`config.mk`:
```
export PLATFORM = sky130hd
export DESIGN_NAME = uart_word_receiver
export DESIGN_NICKNAME = d
export VERILOG_FILES = /design/src/rtl/uart_word_receiver.sv
export SDC_FILE = /design/constraint.sdc
export NUM_CORES = 1
export LEC_CHECK = 0
export ABC_AREA = 1
export ABC_CLOCK_PERIOD_IN_PS = 3600
export CORE_MARGIN = 5
export CORE_UTILIZATION = 53
export CTS_CLUSTER_SIZE = 10
export DETAILED_ROUTE_END_ITERATION = 8
export PLACE_DENSITY = 0.83
export RECOVER_POWER = 25
export SLEW_MARGIN = 10
export SYNTH_ARGS = -nofsm -noshare
export SYNTH_HDL_FRONTEND = slang
export SYNTH_SLANG_ARGS = --single-unit
export TNS_END_PERCENT = 30
```
`constraint.sdc`:
```
create_clock -name i_clock -period 3.6 [get_ports i_clock]
set_clock_uncertainty 0.05 [all_clocks]
set_input_delay 0.72 -clock i_clock [delete_from_list [all_inputs] [get_ports i_clock]]
set_output_delay 0.72 -clock i_clock [all_outputs]
set_load 0.02 [all_outputs]
```
`src/rtl/uart_word_receiver.sv`:
```
// uart_word_receiver
//   Receives 8N1 UART frames with 16x oversampling and packs four
//   consecutive good bytes (first byte into bits [7:0]) into one word.
//   A partial word is dropped on a frame error, on an inter-byte timeout
//   or on i_clear.
//
// Ports
//   i_clock        rising-edge clock
//   i_reset        synchronous, active-low reset
//   i_rx           serial line, idle high, asynchronous to i_clock
//   i_clear        flush the partial word (frame in flight continues)
//   o_byte         last good byte
//   o_byte_valid   1-cycle pulse, o_byte updated
//   o_word         last complete word, held until the next one
//   o_word_valid   1-cycle pulse, o_word updated
//   o_frame_error  1-cycle pulse, stop bit sampled low
//   o_timeout      1-cycle pulse, partial word dropped after idle timeout
//   o_busy         frame in progress or partial word pending
module uart_word_receiver #(
  parameter int NB_DATA        = 32,
  parameter int NB_BYTE        = 8,
  parameter int BAUD_DIVISOR   = 326,
  parameter int N_TICKS        = 16,
  parameter int TIMEOUT_CYCLES = 200000
) (
  input  logic               i_clock,
  input  logic               i_reset,
  input  logic               i_rx,
  input  logic               i_clear,
  output logic [NB_BYTE-1:0] o_byte,
  output logic               o_byte_valid,
  output logic [NB_DATA-1:0] o_word,
  output logic               o_word_valid,
  output logic               o_frame_error,
  output logic               o_timeout,
  output logic               o_busy
);

  localparam int NB_SLOTS = NB_DATA / NB_BYTE;
  localparam int SLOT_W   = (NB_SLOTS > 1) ? $clog2(NB_SLOTS) : 1;
  localparam int BAUD_W   = (BAUD_DIVISOR > 1) ? $clog2(BAUD_DIVISOR) : 1;
  localparam int TICK_W   = $clog2(N_TICKS);
  localparam int BIT_W    = $clog2(NB_BYTE);
  localparam int TO_W     = $clog2(TIMEOUT_CYCLES);

  typedef enum logic [2:0] {
    ST_IDLE,
    ST_START,
    ST_DATA,
    ST_STOP,
    ST_WAIT_HIGH
  } state_t;

  logic               rx_p0;
  logic               rx_p1;
  state_t             state;
  state_t             state_next;
  logic [BAUD_W-1:0]  baud_cnt;
  logic               tick;
  logic [TICK_W-1:0]  tick_cnt;
  logic [TICK_W-1:0]  tick_cnt_next;
  logic [BIT_W-1:0]   bit_cnt;
  logic [BIT_W-1:0]   bit_cnt_next;
  logic               shift_en;
  logic               byte_done;
  logic               frame_err;
  logic [NB_BYTE-1:0] shift_reg;
  logic [SLOT_W-1:0]  byte_cnt;
  logic               last_slot;
  logic [TO_W-1:0]    to_cnt;
  logic               to_expire;
  logic [NB_DATA-1:0] word_buf;
  logic [NB_DATA-1:0] word_next;
  logic               word_commit;

  // ---- stage p0/p1: line synchronizer (idle level is 1) ----
  always_ff @(posedge i_clock) begin
    if (!i_reset) begin
      rx_p0 <= 1'b1;
      rx_p1 <= 1'b1;
    end else begin
      rx_p0 <= i_rx;
      rx_p1 <= rx_p0;
    end
  end

  // ---- oversample tick generator ----
  // Held at 0 in IDLE so the first tick of a frame lands a full divisor
  // period after the start edge is seen.
  always_ff @(posedge i_clock) begin
    if (!i_reset || state == ST_IDLE || tick) begin
      baud_cnt <= '0;
    end else begin
      baud_cnt <= baud_cnt + 1'b1;
    end
  end

  assign tick = (baud_cnt == BAUD_W'(BAUD_DIVISOR - 1));

  // ---- bit-level FSM ----
  always_ff @(posedge i_clock) begin
    if (!i_reset) begin
      state    <= ST_IDLE;
      tick_cnt <= '0;
      bit_cnt  <= '0;
    end else begin
      state    <= state_next;
      tick_cnt <= tick_cnt_next;
      bit_cnt  <= bit_cnt_next;
    end
  end

  always_comb begin
    state_next    = state;
    tick_cnt_next = tick_cnt;
    bit_cnt_next  = bit_cnt;
    shift_en      = 1'b0;
    byte_done     = 1'b0;
    frame_err     = 1'b0;
    case (state)
      ST_IDLE: begin
        if (!rx_p1) begin
          state_next    = ST_START;
          tick_cnt_next = '0;
        end
      end
      ST_START: begin
        if (tick) begin
          // Half a bit in: a line that is high again was only a glitch.
          if (tick_cnt == TICK_W'(N_TICKS / 2 - 1)) begin
            if (!rx_p1) begin
              state_next    = ST_DATA;
              tick_cnt_next = '0;
              bit_cnt_next  = '0;
            end else begin
              state_next = ST_IDLE;
            end
          end else begin
            tick_cnt_next = tick_cnt + 1'b1;
          end
        end
      end
      ST_DATA: begin
        if (tick) begin
          if (tick_cnt == TICK_W'(N_TICKS - 1)) begin
            tick_cnt_next = '0;
            shift_en      = 1'b1;
            bit_cnt_next  = bit_cnt + 1'b1;
            if (bit_cnt == BIT_W'(NB_BYTE - 1)) begin
              state_next = ST_STOP;
            end
          end else begin
            tick_cnt_next = tick_cnt + 1'b1;
          end
        end
      end
      ST_STOP: begin
        if (tick) begin
          if (tick_cnt == TICK_W'(N_TICKS - 1)) begin
            tick_cnt_next = '0;
            if (rx_p1) begin
              byte_done  = 1'b1;
              state_next = ST_IDLE;
            end else begin
              frame_err  = 1'b1;
              state_next = ST_WAIT_HIGH;
            end
          end else begin
            tick_cnt_next = tick_cnt + 1'b1;
          end
        end
      end
      ST_WAIT_HIGH: begin
        // A stuck-low line must not be mistaken for a new start bit.
        if (rx_p1) begin
          state_next = ST_IDLE;
        end
      end
      default: state_next = ST_IDLE;
    endcase
  end

  // ---- data shift register, LSB first ----
  always_ff @(posedge i_clock) begin
    if (shift_en) begin
      shift_reg <= {rx_p1, shift_reg[NB_BYTE-1:1]};
    end
  end

  // ---- word assembly ----
  always_comb begin
    word_next = word_buf;
    word_next[byte_cnt * NB_BYTE +: NB_BYTE] = shift_reg;
  end

  always_ff @(posedge i_clock) begin
    if (byte_done) begin
      word_buf <= word_next;
    end
  end

  assign last_slot   = (byte_cnt == SLOT_W'(NB_SLOTS - 1));
  // i_clear in the completion cycle discards the word being finished.
  assign word_commit = byte_done && last_slot && !i_clear;
  assign to_expire   = (state == ST_IDLE) && (byte_cnt != '0) &&
                       (to_cnt == TO_W'(TIMEOUT_CYCLES - 1));

  // ---- output stage: registered pulses, byte counter, timeout ----
  always_ff @(posedge i_clock) begin
    if (!i_reset) begin
      o_byte        <= '0;
      o_byte_valid  <= 1'b0;
      o_word        <= '0;
      o_word_valid  <= 1'b0;
      o_frame_error <= 1'b0;
      o_timeout     <= 1'b0;
      byte_cnt      <= '0;
      to_cnt        <= '0;
    end else begin
      o_byte_valid  <= byte_done;
      o_word_valid  <= word_commit;
      o_frame_error <= frame_err;
      o_timeout     <= to_expire && !i_clear;
      if (byte_done) begin
        o_byte <= shift_reg;
      end
      if (word_commit) begin
        o_word <= word_next;
      end
      if (i_clear || frame_err || to_expire) begin
        byte_cnt <= '0;
      end else if (byte_done) begin
        byte_cnt <= last_slot ? '0 : byte_cnt + 1'b1;
      end
      // Counts idle clocks only while a partial word is waiting.
      if (i_clear || state != ST_IDLE || byte_cnt == '0 || to_expire) begin
        to_cnt <= '0;
      end else begin
        to_cnt <= to_cnt + 1'b1;
      end
    end
  end

  assign o_busy = (state != ST_IDLE) || (byte_cnt != '0);

endmodule

```
### Word-level counts from Yosys, hierarchy flattened

Index checks and enable logic that the tools add are counted.
W data, S select, Z words.

| cells by class | value |
|---|---|
| $add $sub $neg | 6 |
| bitwise gates (word level) | 1 |
| muxes and demuxes | 37 |
| eq/ne operators | 21 |
| shift-type cells | 2 |
| reductions and logical operators | 27 |

Operators with widths:

| kind | count |
|---|---|
| $mux W3 | 15 |
| $neg A5 Y34 | 1 |
| $shift A8 B34 Y32 const A | 1 |
| $shiftx A8 B34 Y32 | 1 |
| $bwmux W32 | 1 |
| $mux W4 | 5 |
| $ne A2 B2 Y1 const B | 10 |
| $add A18 B1 Y18 const B | 1 |
| $eq A18 B18 Y1 const B | 1 |
| $pmux W3 S5 | 1 |
| $pmux W4 S3 | 1 |
| $mux W1 | 11 |
| $add A9 B1 Y9 const B | 1 |
| $eq A9 B9 Y1 const B | 1 |
| $reduce_and A9 Y1 | 1 |
| $logic_or A1 B1 Y1 | 8 |
| $eq A3 B2 Y1 const B | 2 |
| $eq A3 B3 Y1 const B | 2 |
| $pmux W3 S2 | 1 |
| $reduce_and A6 Y1 | 1 |
| $reduce_bool A3 Y1 | 2 |
| $reduce_or A2 Y1 | 3 |
| $logic_and A1 B1 Y1 | 5 |
| $add A4 B1 Y4 const B | 1 |
| 14 further kinds | 17 |

| word-level totals | value |
|---|---|
| output and inout bits | 45 |
| input port bits | 4 |
| register bits | 125 |

### Logic depth before layout (Yosys ltp)

Gate-level depths: netlist of the first run.

| logic depth | value |
|---|---|
| depth in word-level cells | 7 |
| depth in mapped cells | 11 |
| gate-level depth less buffers | 11 |

### Least setup slack after synthesis of the first run

No wires, ideal clock.

| path | value |
|---|---|
| path kind | flip-flop to flip-flop |
| from | register baud_cnt[0] |
| to | register word_buf[0] (enable) |
| library setup time | 377 ps |
| path slack | 1633 ps |
| period minus slack after synthesis | 1967 ps |
| path buffers | 1 |
| cell stages (with the launch flop) | 7 |
| data required time | 3173 ps |
| arrival time | 1539 ps |
| path through | dfxtp_1 -> ha_1 -> nand2_1 -> nor2_1 -> nand3_4 -> nor2_4 -> buf_2 |

| between the ends | value |
|---|---|
| longest elaborated chain between the ends | 3 |

RTL lines:

| what | RTL line | text |
|---|---|---|
| start: declaration | 58 | `logic [BAUD_W-1:0] baud_cnt;` |
| start signal: assignment | 94 | `baud_cnt <= baud_cnt + 1'b1;` |
| $eq A9 B9 Y1 | 98 | `assign tick = (baud_cnt == BAUD_W'(BAUD_DIVISOR - 1));` |
| $mux W1 | 158 | `if (tick) begin` |
| $mux W1 | 120 | `case (state)` |
| named net byte_done | 65 | `logic byte_done;` |
| end signal: assignment | 198 | `word_buf <= word_next;` |
| end: declaration | 72 | `logic [NB_DATA-1:0] word_buf;` |

The timed path passes the listed nets, and every way through them passes these cells.
A chain may end at the register's enable or synchronous reset.

### Worst setup path in the final report of the first run

| path | value |
|---|---|
| from | register byte_cnt[0] |
| to | output port o_busy |

| between the ends | value |
|---|---|
| longest elaborated chain between the ends | 2 |

RTL lines:

| what | RTL line | text |
|---|---|---|
| start: declaration | 68 | `logic [SLOT_W-1:0] byte_cnt;` |
| start signal: assignment | 233 | `byte_cnt <= last_slot ? '0 : byte_cnt + 1'b1;` |
| $reduce_bool A2 Y1 | 244 | `assign o_busy = (state != ST_IDLE) \|\| (byte_cnt != '0);` |
| $logic_or A1 B1 Y1 | 244 |  |
| end: declaration | 36 | `output logic o_busy` |

Every way passes these cells.

==> reports/summary.txt, run 1 <==
I/O pin count = 49
PD cells = 543 nW/um^2
crit-path max FO = 14
synth top area cells = dfxtp_1 31%, edfxtp_1 22%, nor2_1 8.4%
fmax = 310 MHz
critical path type = flop to output pin
VDD IR-drop max = 0.000447 V
Slew headroom = -20.6%
drt via density = 5.33
placed insts = 810
Worst Reg-to-Reg Cells = 8
status = finished, violations left
RePlAce Congestion = 0.877
fillers = 814
die width = 111 um
register bit total from synthesis = 125
violated checks = max-capacitance violations, max-slew violations
fin crit period = 3220 ps
synthesized area = 5460 sq um
clk buf depth = 2
clock slew at reported path FFs = 60 ps
Final Hold Vio Count = 0
clock root cell = clkbuf_8
WL final = 11700 um
CTS buffer count = 17
htree depth = 4
post-synth top area cell = dfxtp_1
layout cell share with drive strength beyond 1 = 7.08%
overall routing resource usage = 19.0%
CP Launch Type = flop
pin count of the biggest net entering global routing = 48
HP Start = rx_p0
Req. time, crit path = 2830 ps
Critical Path Sink Type = output pin
synthesized area per cell = 8.46 sq um
vias in the first global route = 4387
Core ar. = 10200 sq um
Slew Limit Fails = 48
sequential-to-total area share from yosys stat = 53.2%
hold_buf cts = 0
Critical R2R Capture = o_word[0]
initial antenna violation count = 0
Synth-to-Final Area Change = 19.2%
max_cap viols = 1
worst r2r src = tick_cnt[0]
antenna cells = 0
Synth Instances = 645
Hold Path Sink = rx_p1
nets = 709
Clock Latency Late Sink = 510 ps
CTS tree = yes
final setup vio count = 0
crit path DAT = 2450 ps
Die H = 111 um
Synthesized Nets = 661
Post-Place Cell Area = 5980 sq um
unrepaired setup endpoints after global routing = no
Synth top area share = 31.2%
period utilization = 89.5%
Worst-Margin Slew = 1810 ps
Hold Path Class = flop to flop
Setup TNS = 0 ps
initial drt markers = 332
Initial Utilization = 53.6%
overflow left after global routing = 0
Pre-Repair DR Iteration Count = 6
synth warn = 0
wire length of the first global-routing pass = 19700 um
Post-CTS Resized = 0
CTS Sinks = 125
Post-CTS Repair Setup Buffers = 0
Largest regs = o_word (32), word_buf (32), to_cnt (18)
WL/cell = 13.9 um
Static Leak = 2.44 nW
final instance area = 6500 sq um
DRC viols = 0
R2R setup slack = 860 ps
final cell count without fillers = 842
I/O Buffers = 48
row count = 37
via count = 4488
hold depth = 1
Yosys cell types = 34
die footprint = 12400 sq um
dpl hpwl = 8000 um
Pwr Total = 3.53 mW
Final ANT Viol Nets = 0
critical path, cell delays in order (launching register included):
cell	delay (ps)
dfxtp_1	590
inv_1	190
ha_1	390
nand2_1	150
clkdlybuf4s50_1	610
area by class of cell:
cell class | instances | area [sq um] | share of cell area (%)
Sequential cell | 125 | 2900 | 44.6
Clock buffer | 18 | 418 | 6.43
Multi-Input combinational cell | 421 | 2090 | 32.2
Timing Repair Buffer | 50 | 492 | 7.56
Tap cell | 136 | 170 | 2.62
Clock inverter | 14 | 133 | 2.04
Inverter | 78 | 294 | 4.52
synth_stat cells:
cell and n:
nor2_1 122, nand2_1 89, dfxtp_1 85, inv_1 73, edfxtp_1 40, nand3_1 31
o21ai_1 31, o21ai_0 27, a21oi_1 24, o22ai_1 24, ha_1 12, nand4_1 11
nor3_1 10, clkbuf_1 9, xor2_1 8, buf_6 7, buf_2 5, inv_2 4
nand2_2 4, nor2_4 4, nor3b_1 4, or2_2 4, nand3_4 3, nor2_2 3
o21bai_1 2, a22oi_1 1, a31oi_1 1, clkinv_2 1, nand3_2 1, nor3_2 1
nor4_1 1, o211ai_1 1, or2_0 1, xnor2_1 1
routing by layer:
layer	GRT usage (%)	part of all wire [%]	wire, um	vias up
met4	7.87	2.0	232	0
met3	5.05	5.2	612	21
met1	22.4	43	4980	2099
li1	-	-	-	2231
met5	0	0	0	-
met2	32.8	50	5860	137
power breakdown:
group	leakage (nW)	switching, mW	internal (mW)
logic	1.21	0.295	0.143
clock network	0.265	0.646	0.926
registers	0.963	0.0415	1.48
cells in the final DEF (no fill, tap or decap), types with 3 or more instances in the layout:
| cell | Yosys | layout |
|---|---|---|
| nor2_1 | 122 | 124 |
| nand2_1 | 89 | 91 |
| dfxtp_1 | 85 | 85 |
| inv_1 | 73 | 74 |
| clkdlybuf4s50_1 | 0 | 47 |
| edfxtp_1 | 40 | 40 |
| nand3_1 | 31 | 32 |
| o21ai_1 | 31 | 31 |
| o21ai_0 | 27 | 27 |
| o22ai_1 | 24 | 24 |
| a21oi_1 | 24 | 24 |
| clkbuf_16 | 0 | 16 |
| ha_1 | 12 | 12 |
| nand4_1 | 11 | 11 |
| nor3_1 | 10 | 10 |
| xor2_1 | 8 | 8 |
| inv_6 | 0 | 6 |
| nor3b_1 | 4 | 4 |
| or2_2 | 4 | 4 |
| nor2_4 | 4 | 3 |
| inv_2 | 4 | 3 |
| clkinv_4 | 0 | 3 |
per-stage QoR:
stage               setup slack [ps]  hold WS [ps]  utilization, %
floorplan                       1630           343               -
global placement                1040           346            58.7
detailed placement               952           369            58.7
CTS                              396           383            64.2
global route                     146           389            63.8
finish                           379           378            63.8
how the worst max path moves through the flow:
stage	cells after the start	end	startpoint
floorplan	6	word_buf[0]	baud_cnt[0]
global placement	4	o_busy	byte_cnt[0]
detailed placement	4	o_busy	byte_cnt[0]
CTS	4	o_busy	byte_cnt[0]
global route	4	baud_cnt[3]	i_reset
finish	4	o_busy	byte_cnt[0]
cell families after synthesis:
group,Yosys count,synth area share [%]
compound gates,111,10.9
xor+xnor,9,1.45
fa+ha+maj,12,2.75
buf+inv,99,7.91
flops,125,53.2
simple gates,289,23.7
No activity file was read; power rests on OpenSTA's default activity.
==> run 2: changes to the inputs <==
--- a/config.mk
+++ b/config.mk
@@ -8,11 +8,10 @@
 export ABC_AREA = 1
 export ABC_CLOCK_PERIOD_IN_PS = 3600
 export CORE_MARGIN = 5
-export CORE_UTILIZATION = 53
+export CORE_UTILIZATION = 43
 export CTS_CLUSTER_SIZE = 10
 export DETAILED_ROUTE_END_ITERATION = 8
-export PLACE_DENSITY = 0.83
-export RECOVER_POWER = 25
+export PLACE_DENSITY = 0.71
 export SLEW_MARGIN = 10
 export SYNTH_ARGS = -nofsm -noshare
 export SYNTH_HDL_FRONTEND = slang
==> run 2 against run 1 <==
Effect of this change:
- the flow now finishes without violations
- die area is 21% higher
- worst setup slack better by 73 ps
- maximum frequency rose by 2.3%
- sequential power barely moved
- total power rose by 0.59%
- clock power is essentially flat
- sequential share of layout area is 0.51 points lower
- routed wire length down 1.6%
- final cell count increased by 4.3%
- flip-flop and latch count is the same
- critical path type unchanged
- critical endpoint unchanged
- largest power group unchanged
==> reports/summary.txt, run 2 (synthesis gave the netlist of run 1 again) <==
Initial Utilization = 43.6%
Die H = 123 um
Worst-Margin Slew = 682 ps
initial antenna violation count = 0
CP Launch Type = flop
critical path depth in cells = 4
I/O pin count = 49
Post-CTS Repair Setup Buffers = 0
via count = 4309
dpl hpwl = 8130 um
placement-stage worst setup slack = 925 ps
fin crit period = 3150 ps
hold_buf cts = 0
overall routing resource usage = 16.2%
Critical Path Max Stage Delay = 620 ps
final cell count without fillers = 878
placed insts = 846
fin worst setup slack = 452 ps
Final ANT Viol Nets = 0
crit path DAT = 2380 ps
CTS Sinks = 125
final setup vio count = 0
clock slew at reported path FFs = 60 ps
max_cap viols = 0
die footprint = 15000 sq um
nets = 709
overflow left after global routing = 0
final instance area = 6580 sq um
Slowest cell on crit path = clkdlybuf4s50_1
htree depth = 4
PD cells = 540 nW/um^2
pin count of the biggest net entering global routing = 42
vias in the first global route = 4259
drt via density = 4.91
Critical Path Sink Type = output pin
Final Hold Vio Count = 0
Post-CTS Resized = 0
Largest regs = o_word (32), word_buf (32), to_cnt (18)
DRC viols = 0
I/O Buffers = 48
hold depth = 1
Synth-to-Final Area Change = 20.6%
WHS = 363 ps
antenna cells = 0
row count = 41
commonest non-fill, non-tap cell in the layout = nor2_1
WL/cell = 13.1 um
CTS tree = yes
fmax = 318 MHz
clk buf depth = 2
RePlAce Congestion = 0.836
Clock Latency Late Sink = 420 ps
Slew headroom = 54.5%
Setup TNS = 0 ps
Slew Limit Fails = 0
clock root cell = clkbuf_16
Worst Reg-to-Reg Cells = 7
WL final = 11500 um
critical path type = flop to output pin
Core ar. = 12500 sq um
VDD IR-drop max = 0.000411 V
crit-path max FO = 14
Hold Path Class = flop to flop
CTS buffer count = 17
status = finished clean
die width = 123 um
worst-path cell chain = inv_1, ha_1, nand2_1, clkdlybuf4s50_1
period utilization = 87.4%
Post-Place Cell Area = 6030 sq um
most frequent cells in the layout = 122 x nor2_1, 89 x nand2_1, 85 x dfxtp_1
Static Leak = 2.43 nW
wire length of the first global-routing pass = 19500 um
unrepaired setup endpoints after global routing = no
layout cell share with drive strength beyond 1 = 7.93%
Req. time, crit path = 2830 ps
R2R setup slack = 1220 ps
initial drt markers = 297
Pre-Repair DR Iteration Count = 5
CP delay by family, top = buffers and inverters
Buf/Inv on CP = 2
run 2: cell types whose count changed in the layout (fill, tap and decap cells not counted), moves of 2 or more:
cell        change
nor2_1          -2
inv_6           -3
clkinvlp_4      +3
clkinv_4        -2
nand2_1         -2
nand2_2         +2
run 2: per-stage QoR:
step / power (mW) / util [%]
2_1_floorplan: 1.88 / -
3_3_place_gp: 1.98 / 48.2
3_5_place_dp: 1.99 / 48.2
4_1_cts: 3.57 / 52.5
5_1_grt: 3.71 / 52.5
6_report: 3.55 / 52.5
run 2: path summary, 6_finish.rpt:
check	start	end
worst max register to register	byte_cnt[0]	o_word[16]
worst min register to register	rx_p0	rx_p1
worst max-delay path	byte_cnt[0]	o_busy
worst min-delay path	rx_p0	rx_p1
run 2: per-layer routing:
layer	wire [um]	share of wire (%)	GRT usage, %	up-vias
met5	0	0	0	-
met4	124	1.1	5.74	0
met3	577	5.0	4.38	18
met2	5680	49	27.4	114
met1	5110	44	19.9	1955
li1	-	-	-	2222
run 2: where the power goes:
group	internal, mW	total, mW	leakage [nW]	switching, mW
logic	0.147	0.456	1.21	0.310
registers	1.48	1.52	0.963	0.0395
clock network	0.946	1.58	0.254	0.631
run 2: final cells by class:
cell class	instances	area (sq um)
clock buffer	18	429
clock inverter	14	120
sequential	125	2900
tap	172	215
inverter	78	294
timing repair buffer	50	495
multi-input combinational	421	2120
fill	1142	5940
==> run 3: changes to the inputs <==
--- a/config.mk
+++ b/config.mk
@@ -7,6 +7,7 @@
 export LEC_CHECK = 0
 export ABC_AREA = 1
 export ABC_CLOCK_PERIOD_IN_PS = 3600
+export CAP_MARGIN = 0
 export CORE_MARGIN = 5
 export CORE_UTILIZATION = 43
 export CTS_CLUSTER_SIZE = 10
==> results of run 3 <==
Final layout, timing and power as in run 2 (identical DEF).
